$ cat config.mk
export PLATFORM = sky130hd
export DESIGN_NAME = regfile_wb_arbiter_flat
export DESIGN_NICKNAME = d
export VERILOG_FILES = /design/src/rtl/regfile_wb_arbiter_if.sv /design/src/rtl/regfile_wb_arbiter.sv /design/src/flat_wrapper.sv
export SDC_FILE = /design/constraint.sdc
export NUM_CORES = 1
export LEC_CHECK = 0
export ABC_CLOCK_PERIOD_IN_PS = 3000
export CORE_UTILIZATION = 35
export DETAILED_ROUTE_END_ITERATION = 6
export GPL_TIMING_DRIVEN = 0
export PLACE_DENSITY = 0.71
export SYNTH_ARGS = -nofsm -noshare
export SYNTH_HDL_FRONTEND = slang
export SYNTH_SLANG_ARGS = --single-unit
$ cat constraint.sdc
create_clock -name clk -period 3 [get_ports clk]
set_clock_uncertainty 0.2 [all_clocks]
set_input_delay 0.9 -clock clk [delete_from_list [all_inputs] [get_ports clk]]
set_output_delay 0.9 -clock clk [all_outputs]
set_load 0.05 [all_outputs]
$ cat src/rtl/regfile_wb_arbiter_if.sv
// regfile_wb_arbiter_if
//   Bundles the signals that connect the register-file write-port arbiter to
//   its surroundings. This includes the two writeback requesters, the register
//   file write port, the decode hazard check and the stall statistics.
//
//   master : requesters / decode / debug side. It drives valid, addr, data,
//            chk_addr_* and clr_stats.
//   slave  : arbiter side. It drives ready, rf_*, hazard_* and stall_cnt.
interface regfile_wb_arbiter_if #(
  parameter int DATA_W = 32,
  parameter int ADDR_W = 5,
  parameter int CNT_W  = 16
);
  // requester A (ALU writeback)
  logic              a_valid;
  logic [ADDR_W-1:0] a_addr;
  logic [DATA_W-1:0] a_data;
  logic              a_ready;
  // requester B (load/memory writeback)
  logic              b_valid;
  logic [ADDR_W-1:0] b_addr;
  logic [DATA_W-1:0] b_data;
  logic              b_ready;
  // register file write port
  logic              rf_we;
  logic [ADDR_W-1:0] rf_waddr;
  logic [DATA_W-1:0] rf_wdata;
  // decode hazard check
  logic [ADDR_W-1:0] chk_addr_a;
  logic [ADDR_W-1:0] chk_addr_b;
  logic              hazard_a;
  logic              hazard_b;
  // statistics
  logic [CNT_W-1:0]  stall_cnt;
  logic              clr_stats;

  modport master (
    output a_valid, a_addr, a_data, b_valid, b_addr, b_data,
           chk_addr_a, chk_addr_b, clr_stats,
    input  a_ready, b_ready, rf_we, rf_waddr, rf_wdata,
           hazard_a, hazard_b, stall_cnt
  );

  modport slave (
    input  a_valid, a_addr, a_data, b_valid, b_addr, b_data,
           chk_addr_a, chk_addr_b, clr_stats,
    output a_ready, b_ready, rf_we, rf_waddr, rf_wdata,
           hazard_a, hazard_b, stall_cnt
  );
endinterface

$ cat src/rtl/regfile_wb_arbiter.sv
// regfile_wb_arbiter
//   Shares the single write port of the 32 x 32-bit register file between
//   ALU writeback (A) and load writeback (B).
//   - Arbitration is round-robin. It uses a 1-bit priority pointer and a
//     combinational ready.
//   - The grant is registered once before it reaches the register file.
//   - Writes to register 0 are accepted, then dropped.
//   - It reports read-after-write hazards for two decode operands.
//   - It counts stalled cycles in a saturating counter.
//
// Ports
//   clk     : clock; all state updates on the rising edge
//   reset_  : asynchronous active-low reset
//   bus     : regfile_wb_arbiter_if.slave
//             (requesters, rf write port, hazard check, stats)
module regfile_wb_arbiter #(
  parameter int DATA_W = 32,
  parameter int ADDR_W = 5,
  parameter int CNT_W  = 16
) (
  input logic               clk,
  input logic               reset_,
  regfile_wb_arbiter_if.slave bus
);

  typedef enum logic {
    PRIO_A = 1'b0,
    PRIO_B = 1'b1
  } prio_t;

  prio_t             prio_reg, prio_next;
  logic              rf_we_reg, rf_we_next;
  logic [ADDR_W-1:0] rf_waddr_reg, rf_waddr_next;
  logic [DATA_W-1:0] rf_wdata_reg, rf_wdata_next;
  logic [CNT_W-1:0]  stall_cnt_reg, stall_cnt_next;

  logic              grant_a, grant_b;
  logic [ADDR_W-1:0] grant_addr;
  logic [DATA_W-1:0] grant_data;
  logic              stalled;

  // State registers
  always_ff @(posedge clk or negedge reset_) begin
    if (!reset_) begin
      prio_reg      <= PRIO_A;
      rf_we_reg     <= 1'b0;
      rf_waddr_reg  <= '0;
      rf_wdata_reg  <= '0;
      stall_cnt_reg <= '0;
    end else begin
      prio_reg      <= prio_next;
      rf_we_reg     <= rf_we_next;
      rf_waddr_reg  <= rf_waddr_next;
      rf_wdata_reg  <= rf_wdata_next;
      stall_cnt_reg <= stall_cnt_next;
    end
  end

  // Arbitration, output-stage load and stall counter next state
  always_comb begin
    grant_a        = 1'b0;
    grant_b        = 1'b0;
    prio_next      = prio_reg;
    rf_we_next     = 1'b0;
    rf_waddr_next  = rf_waddr_reg;
    rf_wdata_next  = rf_wdata_reg;
    stall_cnt_next = stall_cnt_reg;

    // No grants while reset is held. Requesters keep valid and
    // re-arbitrate after release.
    if (reset_) begin
      if (bus.a_valid && (!bus.b_valid || prio_reg == PRIO_A)) begin
        grant_a = 1'b1;
      end else if (bus.b_valid) begin
        grant_b = 1'b1;
      end
    end

    grant_addr = grant_b ? bus.b_addr : bus.a_addr;
    grant_data = grant_b ? bus.b_data : bus.a_data;

    if (grant_a) prio_next = PRIO_B;
    if (grant_b) prio_next = PRIO_A;

    if (grant_a || grant_b) begin
      // Register 0 is hardwired. Its write is handshaken, then dropped here.
      rf_we_next    = (grant_addr != '0);
      rf_waddr_next = grant_addr;
      rf_wdata_next = grant_data;
    end

    stalled = (bus.a_valid && !grant_a) || (bus.b_valid && !grant_b);
    if (bus.clr_stats) begin
      stall_cnt_next = '0;
    end else if (stalled && (stall_cnt_reg != {CNT_W{1'b1}})) begin
      stall_cnt_next = stall_cnt_reg + 1'b1;
    end
  end

  // Hazard check. The same comparator set is replicated for both decode
  // operands. It covers requests still pending and the write sitting in the
  // output stage.
  logic [ADDR_W-1:0] chk_addr [2];
  logic              hazard   [2];

  assign chk_addr[0] = bus.chk_addr_a;
  assign chk_addr[1] = bus.chk_addr_b;

  for (genvar gi = 0; gi < 2; gi++) begin : g_hazard
    assign hazard[gi] = (chk_addr[gi] != '0) &&
                        ((bus.a_valid && (bus.a_addr == chk_addr[gi])) ||
                         (bus.b_valid && (bus.b_addr == chk_addr[gi])) ||
                         (rf_we_reg   && (rf_waddr_reg == chk_addr[gi])));
  end

  assign bus.a_ready   = grant_a;
  assign bus.b_ready   = grant_b;
  assign bus.rf_we     = rf_we_reg;
  assign bus.rf_waddr  = rf_waddr_reg;
  assign bus.rf_wdata  = rf_wdata_reg;
  assign bus.hazard_a  = hazard[0];
  assign bus.hazard_b  = hazard[1];
  assign bus.stall_cnt = stall_cnt_reg;

endmodule

$ cat src/flat_wrapper.sv
// flat-port wrapper written by rule: the top's interface ports become plain ports
module regfile_wb_arbiter_flat 
#(
  parameter int DATA_W = 32,
  parameter int ADDR_W = 5,
  parameter int CNT_W  = 16
)
  (clk, reset_, bus_a_valid, bus_a_addr, bus_a_data, bus_b_valid, bus_b_addr, bus_b_data, bus_chk_addr_a, bus_chk_addr_b, bus_clr_stats, bus_a_ready, bus_b_ready, bus_rf_we, bus_rf_waddr, bus_rf_wdata, bus_hazard_a, bus_hazard_b, bus_stall_cnt);
  regfile_wb_arbiter_if #(.DATA_W(DATA_W), .ADDR_W(ADDR_W), .CNT_W(CNT_W)) bus_i ();
  input logic clk;
  input logic reset_;
  input wire logic [$bits(bus_i.a_valid)-1:0] bus_a_valid;
  input wire logic [$bits(bus_i.a_addr)-1:0] bus_a_addr;
  input wire logic [$bits(bus_i.a_data)-1:0] bus_a_data;
  input wire logic [$bits(bus_i.b_valid)-1:0] bus_b_valid;
  input wire logic [$bits(bus_i.b_addr)-1:0] bus_b_addr;
  input wire logic [$bits(bus_i.b_data)-1:0] bus_b_data;
  input wire logic [$bits(bus_i.chk_addr_a)-1:0] bus_chk_addr_a;
  input wire logic [$bits(bus_i.chk_addr_b)-1:0] bus_chk_addr_b;
  input wire logic [$bits(bus_i.clr_stats)-1:0] bus_clr_stats;
  output wire logic [$bits(bus_i.a_ready)-1:0] bus_a_ready;
  output wire logic [$bits(bus_i.b_ready)-1:0] bus_b_ready;
  output wire logic [$bits(bus_i.rf_we)-1:0] bus_rf_we;
  output wire logic [$bits(bus_i.rf_waddr)-1:0] bus_rf_waddr;
  output wire logic [$bits(bus_i.rf_wdata)-1:0] bus_rf_wdata;
  output wire logic [$bits(bus_i.hazard_a)-1:0] bus_hazard_a;
  output wire logic [$bits(bus_i.hazard_b)-1:0] bus_hazard_b;
  output wire logic [$bits(bus_i.stall_cnt)-1:0] bus_stall_cnt;
  assign bus_i.a_valid = bus_a_valid;
  assign bus_i.a_addr = bus_a_addr;
  assign bus_i.a_data = bus_a_data;
  assign bus_i.b_valid = bus_b_valid;
  assign bus_i.b_addr = bus_b_addr;
  assign bus_i.b_data = bus_b_data;
  assign bus_i.chk_addr_a = bus_chk_addr_a;
  assign bus_i.chk_addr_b = bus_chk_addr_b;
  assign bus_i.clr_stats = bus_clr_stats;
  assign bus_a_ready = bus_i.a_ready;
  assign bus_b_ready = bus_i.b_ready;
  assign bus_rf_we = bus_i.rf_we;
  assign bus_rf_waddr = bus_i.rf_waddr;
  assign bus_rf_wdata = bus_i.rf_wdata;
  assign bus_hazard_a = bus_i.hazard_a;
  assign bus_hazard_b = bus_i.hazard_b;
  assign bus_stall_cnt = bus_i.stall_cnt;
  regfile_wb_arbiter #(.DATA_W(DATA_W), .ADDR_W(ADDR_W), .CNT_W(CNT_W)) u_core (.clk(clk), .reset_(reset_), .bus(bus_i));
endmodule
==> metrics <==
Cells after Synth 314; dominant cell type by area after synthesis dfrtp_1; largest net degree at the start of global routing 37; Critical R2R Launch u_core.bus.stall_cnt[0]; crit path max-delay cell type clkdlybuf4s15_2; FILL cells 734; peak per-stage delay on the critical path 220 ps; CP Buf/Inv Count 2; GP Congestion 0.814; Final WS setup -142 ps; vias per cell 5.04; worst path cell trace clkdlybuf4s15_2, xor2_1, nor4_2, nand3_1, a21oi_4, buf_6; CTS Hold Bufs 0; ant diodes 0; PD cells 495 nW/um^2; worst endpoint required time 1900 ps; Unique masters post-synth 41; violated checks negative setup slack; drt wl/cell 14.8 microns; IO buf count 145; Worst-path clk slew 90 ps; # clock sinks 55; Async S/R FF share, synth 100%; peak supply drop 0.237 mV; top-area cell type share of the netlist area 46.7%; CTS max path bufs 2; Inserted Clock Buffers 5; reg2reg end u_core.bus.stall_cnt[5]; Hold Crit Class primary input to async pin; gr ovfl total 0; Slew HR 65.1%; final wirelength 8.54 mm; final net count 561; Via Count 2907; io pins 147; CTS tree done; post-DP HPWL 6.63 mm; row count 33; mux share of post-synthesis cell area 1.70%; die area 8790 sq um; # setup viols final 2; Synth Area in Adders 0.425%; Mapped Area 2950 sq um; initial antenna violation count 0; main flop type after synthesis dfrtp_1; share of cells above drive strength 1 13.3%; combinational family with the most area after synthesis simple AND/OR/NAND/NOR gates; register bit total from synthesis 55; Post-Synth Simple-Gate Area 22.2%; Iteration-0 DRC Markers 127; Max Fanout on Critical Path 4; sequential-to-total area share from yosys stat 46.7%; arrival time worst endpoint 2040 ps; area fraction in compound gates after synthesis 14.7%; worst slew pin tran 522 ps; Leak Pwr 0.00204 uW; worst-skew pair later-pin latency 300 ps; average size of a mapped cell 9.38 sq um; first-pass GRT wire length 13.6 mm; final period utilization 105%; XOR/XNOR share of the synthesized area 12.2%; endpoint class of the critical path primary output; Initial Util 36.0%; core area 8180 sq um; Post-synth EDFFs 0; remaining antenna violation count after routing 0; Sequential Area 1380 sq um; dpl cells 565; Worst Reg-to-Reg Cells 5; RSZ-0062 raised after global routing yes; Util after Layout 58.2%; GRT Total Usage 19.9%; min cycle time layout 3140 ps; Syn. warnings 0; Root Buffer clkbuf_8; area growth from synthesis to layout 61.4%; critical path type primary input to primary output; maxcap violations 0; net count after synthesis 404; status finished, violations left; fmax 0.318 GHz; DRC Markers 0; Die Ht 93.7 microns; max FFs per register 32; Max Slew Vio Count 0; Worst path top cell family by delay buffers and inverters; DIE WIDTH 93.7 microns; H-tree levels 2; Final Hold Fails 0; multi-input logic area 1590 sq um; drt pass-1 iters 5; final non-filler cell total 577; leading post-synthesis cells by cell area dfrtp_1 (47%), nand2_1 (9.8%), xor2_1 (9.8%), a22oi_1 (8.2%), xnor2_1 (2.4%); CP Launch Type primary input; vias in the first global route 2758; Worst R2R Setup Slack 920 ps
==> worst max-delay path by stage <==
| stage | from | end | slack [ps] | depth (start not counted) |
|---|---|---|---|---|
| floorplan | bus_chk_addr_b[0] | bus_hazard_b | 30 | 5 |
| global placement | reset_ | bus_b_ready | -3250 | 5 |
| detailed placement | reset_ | bus_a_ready | -1430 | 5 |
| CTS | bus_chk_addr_a[1] | bus_hazard_a | -140 | 7 |
| global route | bus_chk_addr_a[1] | bus_hazard_a | -190 | 7 |
| finish | bus_a_addr[4] | bus_hazard_b | -140 | 6 |
==> power by group <==
group          switching (uW)  leakage (uW)  total (uW)  internal [uW]
logic                     639       0.00130        1030            391
clock network             232     0.0000412         395            164
registers                80.0      0.000698         928            847
total                     950       0.00204        2350           1400
==> cell families after synthesis <==
kind of cell | Yosys count
buf+inv | 15
flops | 55
mux | 5
compound gates | 61
xor+xnor | 41
fa+ha+maj | 1
simple gates | 136
==> Yosys cell counts (3+ instances only) <==
cell      instances
a21oi_1           5
a22oi_1          32
a31oi_1           3
and2_1            3
and3_1            4
and4_1            3
buf_2             5
clkbuf_1          8
dfrtp_1          55
mux2i_1           5
nand2_1          77
nand3_1           5
nand4_1           5
nor2_1           16
nor4_1            6
o21ai_0          11
or4_1             5
xnor2_1           8
xor2_1           33
==> area by class of cell <==
class | instances | area share (%)
well taps | 105 | 2.76
flip-flops and latches | 55 | 28.9
clock inverters | 2 | 0.263
clock buffers | 6 | 1.53
plain buffers | 14 | 1.50
inverters | 1 | 0.0789
multi-input cells | 244 | 33.5
repair buffers | 150 | 31.4
==> layer usage <==
layer,wire [microns],track usage [%]
met5,0,0
met4,85,4.23
met3,510,4.21
met2,4250,34.2
met1,3700,25.8
==> worst register-to-register path, delay by kind of cell, from the launching register on <==
family | cells | cell delay [ps]
adder cells (fa/ha/maj) | 1 | 300
AO/OA/AOI/OAI | 1 | 160
flip-flops | 1 | 460
AND/OR/NAND/NOR | 3 | 880
==> stage by stage <==
step	power (uW)	worst slack (ps)	cell area (sq um)	setup TNS, ps	hold slack, ps
2_1_floorplan	1510	29.9	2970	0	279
3_3_place_gp	1940	-3250	4550	-163960	257
3_5_place_dp	1950	-1430	4570	-10650	262
4_1_cts	2380	-141	4740	-263	218
5_1_grt	2490	-193	4750	-384	214
6_report	2350	-142	4750	-279	224
==> repair_timing <==
item,CTS,global route
resized for setup,141,4
pin swaps,15,1
buffers inserted,3,1
setup endpoints to repair,4,4
==> placed cells by master (no fill, tap or decap), types with 4 or more instances in the layout <==
cell type / n
a22oi_1: 32
and3_1: 4
buf_2: 14
buf_4: 5
buf_6: 9
clkbuf_1: 8
clkbuf_8: 6
clkdlybuf4s15_2: 4
clkdlybuf4s50_1: 118
dfrtp_1: 55
mux2i_1: 5
nand2_1: 77
nand3_1: 5
nand4_1: 5
nor2_1: 15
nor4_2: 6
o21ai_0: 11
or4_1: 5
xnor2_1: 8
xor2_1: 33
No activity file was read; power rests on OpenSTA's default activity.
